**config.mk**
```make
export PLATFORM = sky130hd
export DESIGN_NAME = pipe_hazard_unit
export DESIGN_NICKNAME = d
export VERILOG_FILES = /design/src/rtl/pipe_hazard_unit.sv
export SDC_FILE = /design/constraint.sdc
export NUM_CORES = 1
export LEC_CHECK = 0
export ABC_AREA = 0
export CORE_UTILIZATION = 51
export CTS_CLUSTER_DIAMETER = 120
export DETAILED_ROUTE_END_ITERATION = 7
export HOLD_SLACK_MARGIN = 0.02
export PLACE_DENSITY = 0.77
export RECOVER_POWER = 100
export SYNTH_ARGS = -nofsm -noshare
export SYNTH_HDL_FRONTEND = slang
export SYNTH_SLANG_ARGS = --single-unit
```
**constraint.sdc**
```tcl
create_clock -name clk -period 2.03 [get_ports clk]
set_input_delay 0.203 -clock clk [delete_from_list [all_inputs] [get_ports clk]]
set_output_delay 0.203 -clock clk [all_outputs]
set_load 0.1 [all_outputs]
```
**src/rtl/pipe_hazard_unit.sv**
```systemverilog
`default_nettype none
// ============================================================================
// Module   : pipe_hazard_unit
// Purpose  : Hazard detection and operand forwarding for the five-stage
//            pipeline. Tracks destination registers in EX/MEM/WB plus a
//            scoreboard for a single multi-cycle (mul/div) unit, and produces
//            the stall, ID-stage bypass selects and registered EX forwarding
//            selects.
// Revision : 1.0 - initial release
// ============================================================================
module pipe_hazard_unit #(
  parameter int ADDR_W = 5,
  parameter int NRP    = 2,
  parameter int MD_LAT = 4
) (
  input  logic                  clk,
  input  logic                  rst_n,
  input  logic                  id_valid,
  input  logic                  flush,
  input  logic [NRP*ADDR_W-1:0] id_rs_addr,
  input  logic [NRP-1:0]        id_rs_used,
  input  logic                  id_wr_en,
  input  logic [ADDR_W-1:0]     id_wr_addr,
  input  logic                  id_is_load,
  input  logic                  id_is_md,
  output logic                  stall,
  output logic [2*NRP-1:0]      id_bypass,
  output logic [2*NRP-1:0]      ex_fwd_sel,
  output logic                  md_busy,
  output logic                  md_done
);

  // Scoreboard counter is 4 bits, which bounds MD_LAT to 15.
  localparam logic [3:0] c_mdLat = 4'(MD_LAT);

  // Shadow slots; MEM and WB only need to know whether they write and where.
  logic              r_exValid, r_exWrEn, r_exLoad;
  logic [ADDR_W-1:0] r_exAddr;
  logic              r_memValid, r_memWrEn;
  logic [ADDR_W-1:0] r_memAddr;
  logic              r_wbValid, r_wbWrEn;
  logic [ADDR_W-1:0] r_wbAddr;

  // Multi-cycle scoreboard
  logic [3:0]        r_mdCnt;
  logic [ADDR_W-1:0] r_mdDest;
  logic              r_mdDone;

  logic [2*NRP-1:0]  r_exFwdSel;
  logic [2*NRP-1:0]  w_fwdNext;
  logic [NRP-1:0]    w_rawHaz;

  logic w_exWriting, w_memWriting, w_wbWriting;
  logic w_mdBusy, w_stall, w_issue, w_mdIssue;

  // A slot only counts as a writer when it is real, writes, and is not r0.
  assign w_exWriting  = r_exValid  && r_exWrEn  && (r_exAddr  != '0);
  assign w_memWriting = r_memValid && r_memWrEn && (r_memAddr != '0);
  assign w_wbWriting  = r_wbValid  && r_wbWrEn  && (r_wbAddr  != '0);

  assign w_mdBusy  = (r_mdCnt != 4'd0);
  assign w_issue   = id_valid && !flush && !w_stall;
  assign w_mdIssue = w_issue && id_is_md;

  // Per read port: RAW hazard, ID bypass select and next EX forwarding select.
  for (genvar p = 0; p < NRP; p++) begin : g_port
    logic [ADDR_W-1:0] w_rs;
    logic              w_used;
    logic              w_exHit, w_memHit, w_wbHit, w_mdHit;

    assign w_rs   = id_rs_addr[p*ADDR_W +: ADDR_W];
    assign w_used = id_rs_used[p];

    assign w_exHit  = w_exWriting  && (r_exAddr  == w_rs);
    assign w_memHit = w_memWriting && (r_memAddr == w_rs);
    assign w_wbHit  = w_wbWriting  && (r_wbAddr  == w_rs);
    assign w_mdHit  = (r_mdDest != '0) && (r_mdDest == w_rs);

    // Load in EX cannot forward yet; pending md result cannot forward at all.
    assign w_rawHaz[p] = w_used && ((w_exHit && r_exLoad) || (w_mdBusy && w_mdHit));

    // md write-back has priority; both can never hit in the same cycle.
    assign id_bypass[2*p +: 2] = (r_mdDone && w_mdHit) ? 2'b10 :
                                 w_wbHit               ? 2'b01 : 2'b00;

    // Newest producer first: EX/MEM result, then MEM/WB result.
    assign w_fwdNext[2*p +: 2] = (w_used && w_exHit && !r_exLoad) ? 2'b01 :
                                 (w_used && w_memHit)             ? 2'b10 : 2'b00;
  end

  // Combined stall: load-use, md RAW, md WAW and md structural hazards.
  always_comb begin
    w_stall = 1'b0;
    if (id_valid && !flush) begin
      if (|w_rawHaz)                                       w_stall = 1'b1;
      if (w_mdBusy && id_wr_en && (id_wr_addr == r_mdDest)) w_stall = 1'b1;
      if (w_mdBusy && id_is_md)                            w_stall = 1'b1;
    end
  end

  // Advance the shadow pipeline; md instructions enter EX as non-writers.
  always_ff @(posedge clk or negedge rst_n) begin
    if (!rst_n) begin
      r_exValid  <= 1'b0;
      r_exWrEn   <= 1'b0;
      r_exLoad   <= 1'b0;
      r_exAddr   <= '0;
      r_memValid <= 1'b0;
      r_memWrEn  <= 1'b0;
      r_memAddr  <= '0;
      r_wbValid  <= 1'b0;
      r_wbWrEn   <= 1'b0;
      r_wbAddr   <= '0;
    end else begin
      r_wbValid  <= r_memValid;
      r_wbWrEn   <= r_memWrEn;
      r_wbAddr   <= r_memAddr;
      r_memValid <= r_exValid;
      r_memWrEn  <= r_exWrEn;
      r_memAddr  <= r_exAddr;
      r_exValid  <= w_issue;
      r_exWrEn   <= w_issue && id_wr_en && !id_is_md;
      r_exLoad   <= w_issue && id_is_load;
      r_exAddr   <= id_wr_addr;
    end
  end

  // Scoreboard: load on md issue, count down unconditionally, pulse on expiry.
  always_ff @(posedge clk or negedge rst_n) begin
    if (!rst_n) begin
      r_mdCnt  <= 4'd0;
      r_mdDest <= '0;
      r_mdDone <= 1'b0;
    end else begin
      r_mdDone <= (r_mdCnt == 4'd1);
      if (w_mdIssue) begin
        r_mdCnt  <= c_mdLat;
        r_mdDest <= id_wr_addr;
      end else if (w_mdBusy) begin
        r_mdCnt  <= r_mdCnt - 4'd1;
      end
    end
  end

  // Forwarding selects follow the instruction into EX; bubbles carry zero.
  always_ff @(posedge clk or negedge rst_n) begin
    if (!rst_n) begin
      r_exFwdSel <= '0;
    end else begin
      r_exFwdSel <= w_issue ? w_fwdNext : '0;
    end
  end

  assign stall      = w_stall;
  assign ex_fwd_sel = r_exFwdSel;
  assign md_busy    = w_mdBusy;
  assign md_done    = r_mdDone;

endmodule
`default_nettype wire

```
# Word-level counts from Yosys, hierarchy flattened
# Cells that the tools add are included.
[word_totals]
ff_bits = 36
inputBits = 24
output_inout_bits = 11
[op_classes]
n_addsub = 1
eq_ne = 10
n_mux = 15
reduce_logical = 50
[op_table]
columns = ["cell", "n"]
rows = [
  ["equality test 5 bit", 9],
  ["logical AND 1 bit", 37],
  ["nonzero test 5 bit", 4],
  ["two-way mux 2 bit", 6],
  ["two-way mux 4 bit", 3],
  ["two-way mux 1 bit", 6],
  ["equality test 4 x 1 -> 1 bit, second input constant", 1],
  ["logical NOT 1 bit", 4],
  ["nonzero test 4 bit", 1],
  ["subtractor 4 x 1 -> 4 bit, second input constant", 1],
  ["logical OR 1 bit", 2],
  ["nonzero test 2 bit", 1],
  ["OR reduction 2 bit", 1],
]

# Logic depth before layout (Yosys ltp)
[logic_depth]
depth_word = 15
mapped_depth = 7
depth_no_buf = 7

# Worst setup path before layout
# Ideal clock, no wire load.
[synth_path]
path_type = "reg2out"
start = "register r_mdDone (netlist: md_done)"
end = "output port id_bypass[2]"
arrival_ps = 4747
setup_slack_ps = -2920
path_stages_with_launch = 4
path_buffers = 0
cell_sequence = "dfrtp_1 -> nand2_1 -> nor3_1 -> nor4_1"
[synth_between]
elab_chain_len = 2
[synth_lines]
columns = ["item", "line", "source"]
rows = [
  ["start, declared", "47", "logic r_mdDone;"],
  ["start signal, assigned", "135", "r_mdDone <= (r_mdCnt == 4'd1);"],
  ["logical AND 1 bit", "83", "assign id_bypass[2*p +: 2] = (r_mdDone && w_mdHit) ? 2'b10 :"],
  ["two-way mux 2 bit", "83", ""],
  ["end, declared", "27", "output logic [2*NRP-1:0] id_bypass,"],
]
# No other way between the ends.

# Final worst setup path
[layout_path]
start = "register r_exAddr[4]"
end = "output port stall"
[layout_between]
elab_chain_len = 11
[layout_lines]
columns = ["item", "line", "source"]
rows = [
  ["start, declared", "38", "logic [ADDR_W-1:0] r_exAddr;"],
  ["start signal, assigned", "124", "r_exAddr <= id_wr_addr;"],
  ["nonzero test 5 bit", "57", "assign w_exWriting = r_exValid && r_exWrEn && (r_exAddr != '0);"],
  ["logical AND 1 bit", "57", ""],
  ["logical AND 1 bit", "74", "assign w_exHit = w_exWriting && (r_exAddr == w_rs);"],
  ["logical AND 1 bit", "80", "assign w_rawHaz[p] = w_used && ((w_exHit && r_exLoad) || (w_mdBusy && w_mdHit));"],
  ["logical OR 1 bit", "80", ""],
  ["logical AND 1 bit", "80", ""],
  ["OR reduction 2 bit *", "95", "if (|w_rawHaz) w_stall = 1'b1;"],
  ["two-way mux 1 bit *", "95", ""],
  ["two-way mux 1 bit *", "96", "if (w_mdBusy && id_wr_en && (id_wr_addr == r_mdDest)) w_stall = 1'b1;"],
  ["two-way mux 1 bit *", "97", "if (w_mdBusy && id_is_md) w_stall = 1'b1;"],
  ["two-way mux 1 bit *", "94", "if (id_valid && !flush) begin"],
  ["end, declared", "26", "output logic stall,"],
]
# Every way passes the cells marked *; elsewhere a longest branch is shown, timed or not.

==> run_results.csv <==
group,metric,value,unit
cells_and_area,diodes,0,
cells_and_area,area_growth,51.6,%
cells_and_area,multiInputGateArea,1040,sq um
critical_path,path_buf_inv,1,
clocking,clk_root_buffer_cell,"clkbuf_4",
global_routing,grt_max_degree,37,
critical_path,worstSetupPathDepth,7,
synthesis,yosysTopAreaCellShare,0.488,
placement,io_buffers,34,
synthesis,synthesis.area,1840,sq um
placement,dp_hpwl,3390,um
synthesis,syn_inst,163,
clocking,numClockSinks,36,
synthesis,syn_avg_cell_area,11.3,sq um
synthesis,ys_seq_elements,36,
sta,finalSetupViolations,13,
critical_path,r2r_end,"r_mdDest[1]",
clocking,htree_levels,2,
cells_and_area,finish.instance_area,2800,sq um
detailed_routing,drtAntennaViolNets,0,
cells_and_area,drive_above_1_share,0.377,
critical_path,end_kind,"output port",
cells_and_area,seqCellArea,911,sq um
sta,hold_ws,257,ps
detailed_routing,wl_per_cell,17.4,um
critical_path,cp-start-kind,"flip-flop",
sta,fin_skew,4.73,ps
clocking,path_clk_slew,100,ps
floorplan,die_w,62.1,um
clocking,tritoncts,"built",
critical_path,regToRegStartpoint,"r_exAddr[4]",
run_status,violations,"setup timing",
global_routing,grt_use_met3,0.0551,
detailed_routing,drt_drc_violations_left,0,
run_status,outcome,"finished with violations",
pwr,leakagePower,1.27,nW
detailed_routing,drtIter0Drc,66,
pwr,ir_drop,0.794,mV
critical_path,cp_max_fo,4,
critical_path,critPathSlowestCell,"dfrtp_2",
placement,gp_congestion,0.905,
critical_path,cp_top_family,"simple AND/OR/NAND/NOR gates",
clocking,clockBufferDepth,2,
sta,slew_viol_final,0,
run,cap_violations,0,
global_routing,antenna_found_initial,0,
global_routing,overflow,0,
clocking,clk_latency,340,ps
synthesis,yosys.area.top_type,"dfrtp_1",
sta,final.period_utilization,1.19,
floorplan,coreArea,3390,sq um
critical_path,reg2reg_slack,-160,ps
floorplan,start_util,0.544,
sta,timing.final.ws_setup,-383,ps
cells_and_area,finalNetCount,265,
global_routing,grt_pass1_vias,1687,
critical_path,critPathMaxStageDelay,450,ps
critical_path,arrival,2210,ps
floorplan,ios,35,
sta,max_freq,0.414,GHz
synthesis,post_synth_num_cell_types,32,
sta,hold_viol_final,0,
sta,timing.final.crit_period,2410,ps
floorplan,dieArea,3860,sq um
synthesis,synth_area_leaders,"dfrtp_1 49%, xor2_1 13%, xnor2_1 8.5%",
sta,rsz0062_at_grt,"yes",
pwr,pwr_density_cell,920,nW/um^2
clocking,cts_made_buffers,5,
clocking,cts_hold_buf,0,
critical_path,crit_chain,"xor2_1 > nor4_2 > nand3_1 > a211oi_2 > nand3b_1 > and2_4 > buf_12",
floorplan,core.rowCount,21,
detailed_routing,viasPerCell,5.47,
critical_path,required,1830,ps
synthesis,synth_warnings,0,
global_routing,grt_util_met2,0.462,
worst_hold_path,hold_path_class,"in2async",
global_routing,grt_pass1_wl,7980,um
detailed_routing,wirelength,4970,um
detailed_routing,via_count,1558,
critical_path,reg2reg_depth,7,
global_routing,grt.total_usage,0.274,
detailed_routing,dr.pass1.iters,4,
placement,dpl_cell_area,2470,sq um
floorplan,dieHeight,62.1,um
critical_path,crit_type,"reg2out",
cells_and_area,fillers,186,
global_routing,grtUsageMet1,0.319,
synthesis,synth_fp_nets,190,
synthesis,yosysSeqAreaShare,0.488,
sta,tightest_slew,441,ps
sta,maxSlewHeadroom,0.706,
global_routing,busiest_layer,"met2",
[cell type report]
type	instances	share of cell area
inverters	5	0.00805
repair buffers	69	0.240
multi-input cells	121	0.372
clock inverters	1	0.0107
clock buffers	7	0.0233
flip-flops and latches	36	0.326
well taps	46	0.0206
[routing by layer]
layer  vias up  share of wire
li1        715              -
met1       746           0.40
met2        67           0.49
met3        30          0.048
met4         0          0.061
met5         -              0
[logic make-up (layout without fill, tap and decap cells)]
logic type	count (synthesis)	count (layout)	synth area share
buffers and inverters	6	82	0.0129
AOI/OAI and AO/OA	7	7	0.0265
muxes	5	5	0.0407
DFF	36	36	0.488
adders and majority gates	3	3	0.0204
xor gates and xnor gates	46	46	0.218
and+or+nand+nor	60	60	0.193
[synthesized netlist by cell type]
cell	n
or4_1	5
inv_1	5
nand2_1	9
a211oi_2	1
ha_1	3
dfrtp_1	36
o21ai_0	2
nand4b_4	1
nor2_2	1
nor3b_1	1
and3_1	2
mux2_4	5
buf_2	1
nor3_1	7
or3_1	1
nor4_1	6
a21oi_1	1
xnor2_1	18
xor2_1	28
o211ai_1	1
nand4b_1	2
nor2_1	6
nand4_1	2
a21o_1	1
nand3_1	10
nor4_2	1
and2b_1	1
nor2b_1	1
nand3b_1	1
and2_1	2
and2_0	1
o22ai_1	1
[sequential cells by signal, indices dropped and copies added (netlist names), 4 cells and up]
| register | flops |
|---|---|
| r_memAddr | 5 |
| r_mdCnt | 4 |
| r_wbAddr | 5 |
| r_mdDest | 5 |
| ex_fwd_sel | 4 |
| r_exAddr | 5 |
[power by group]
group          internal (W)  switching (W)  total [W]
clock network      0.000327       0.000229   0.000556
logic              0.000489       0.000508   0.000997
registers          0.000845       0.000175    0.00102
total               0.00166       0.000913    0.00257
[worst reg2reg max path: stages, from the launching register on]
cell and delay (ps):
dfrtp_2 450, xor2_1 180, nor4_2 290, nand3_1 190
a211oi_2 290, buf_4 160, nand4b_4 190, mux2_4 320
[worst max path at each step]
stage,slack [ps],start,to
after global routing,-510,r_exAddr[4],stall
after CTS,-330,r_exAddr[0],stall
after detailed placement,-250,id_rs_addr[2],r_mdDest[1]
after floorplan,-2150,r_wbAddr[1],id_bypass[2]
after global placement,-240,id_rs_addr[2],r_mdDest[1]
final,-380,r_exAddr[4],stall
[stage by stage]
| step | power (W) | instances | worst slack (ps) | util | TNS (ps) |
|---|---|---|---|---|---|
| after floorplan | 0.00159 | 163 | -2150 | - | -5240 |
| after global placement | 0.00185 | 264 | -242 | 0.729 | -2270 |
| after detailed placement | 0.00190 | 264 | -249 | 0.729 | -2870 |
| after CTS | 0.00254 | 282 | -329 | 0.801 | -2010 |
| after global routing | 0.00272 | 285 | -510 | 0.825 | -3810 |
| final | 0.00257 | 285 | -383 | 0.825 | -1780 |
[repair_timing]
| action | in CTS | in global routing |
|---|---|---|
| buffers inserted | 11 | 5 |
| gates resized for setup | 20 | 14 |
| pin swaps | 14 | 13 |
| endpoints found under the setup margin | 9 | 20 |
[cells in the final DEF (no fill, tap or decap), types with 2 or more instances in the layout]
master,n
and2_1,2
and3_1,2
buf_12,6
buf_4,35
buf_6,5
clkbuf_4,5
clkbuf_8,2
clkdlybuf4s50_1,16
dfrtp_1,28
dfrtp_2,8
dlygate4sd3_1,5
ha_1,3
inv_1,4
mux2_4,5
nand2_1,9
nand3_1,9
nand4_1,2
nand4b_1,2
nor2_1,5
nor2_2,2
nor3_1,4
nor3_4,2
nor4_1,4
nor4_4,2
o21ai_2,2
or4_4,4
xnor2_1,14
xnor2_2,4
xor2_1,28
Note: power is estimated with default switching activity, not from simulation.
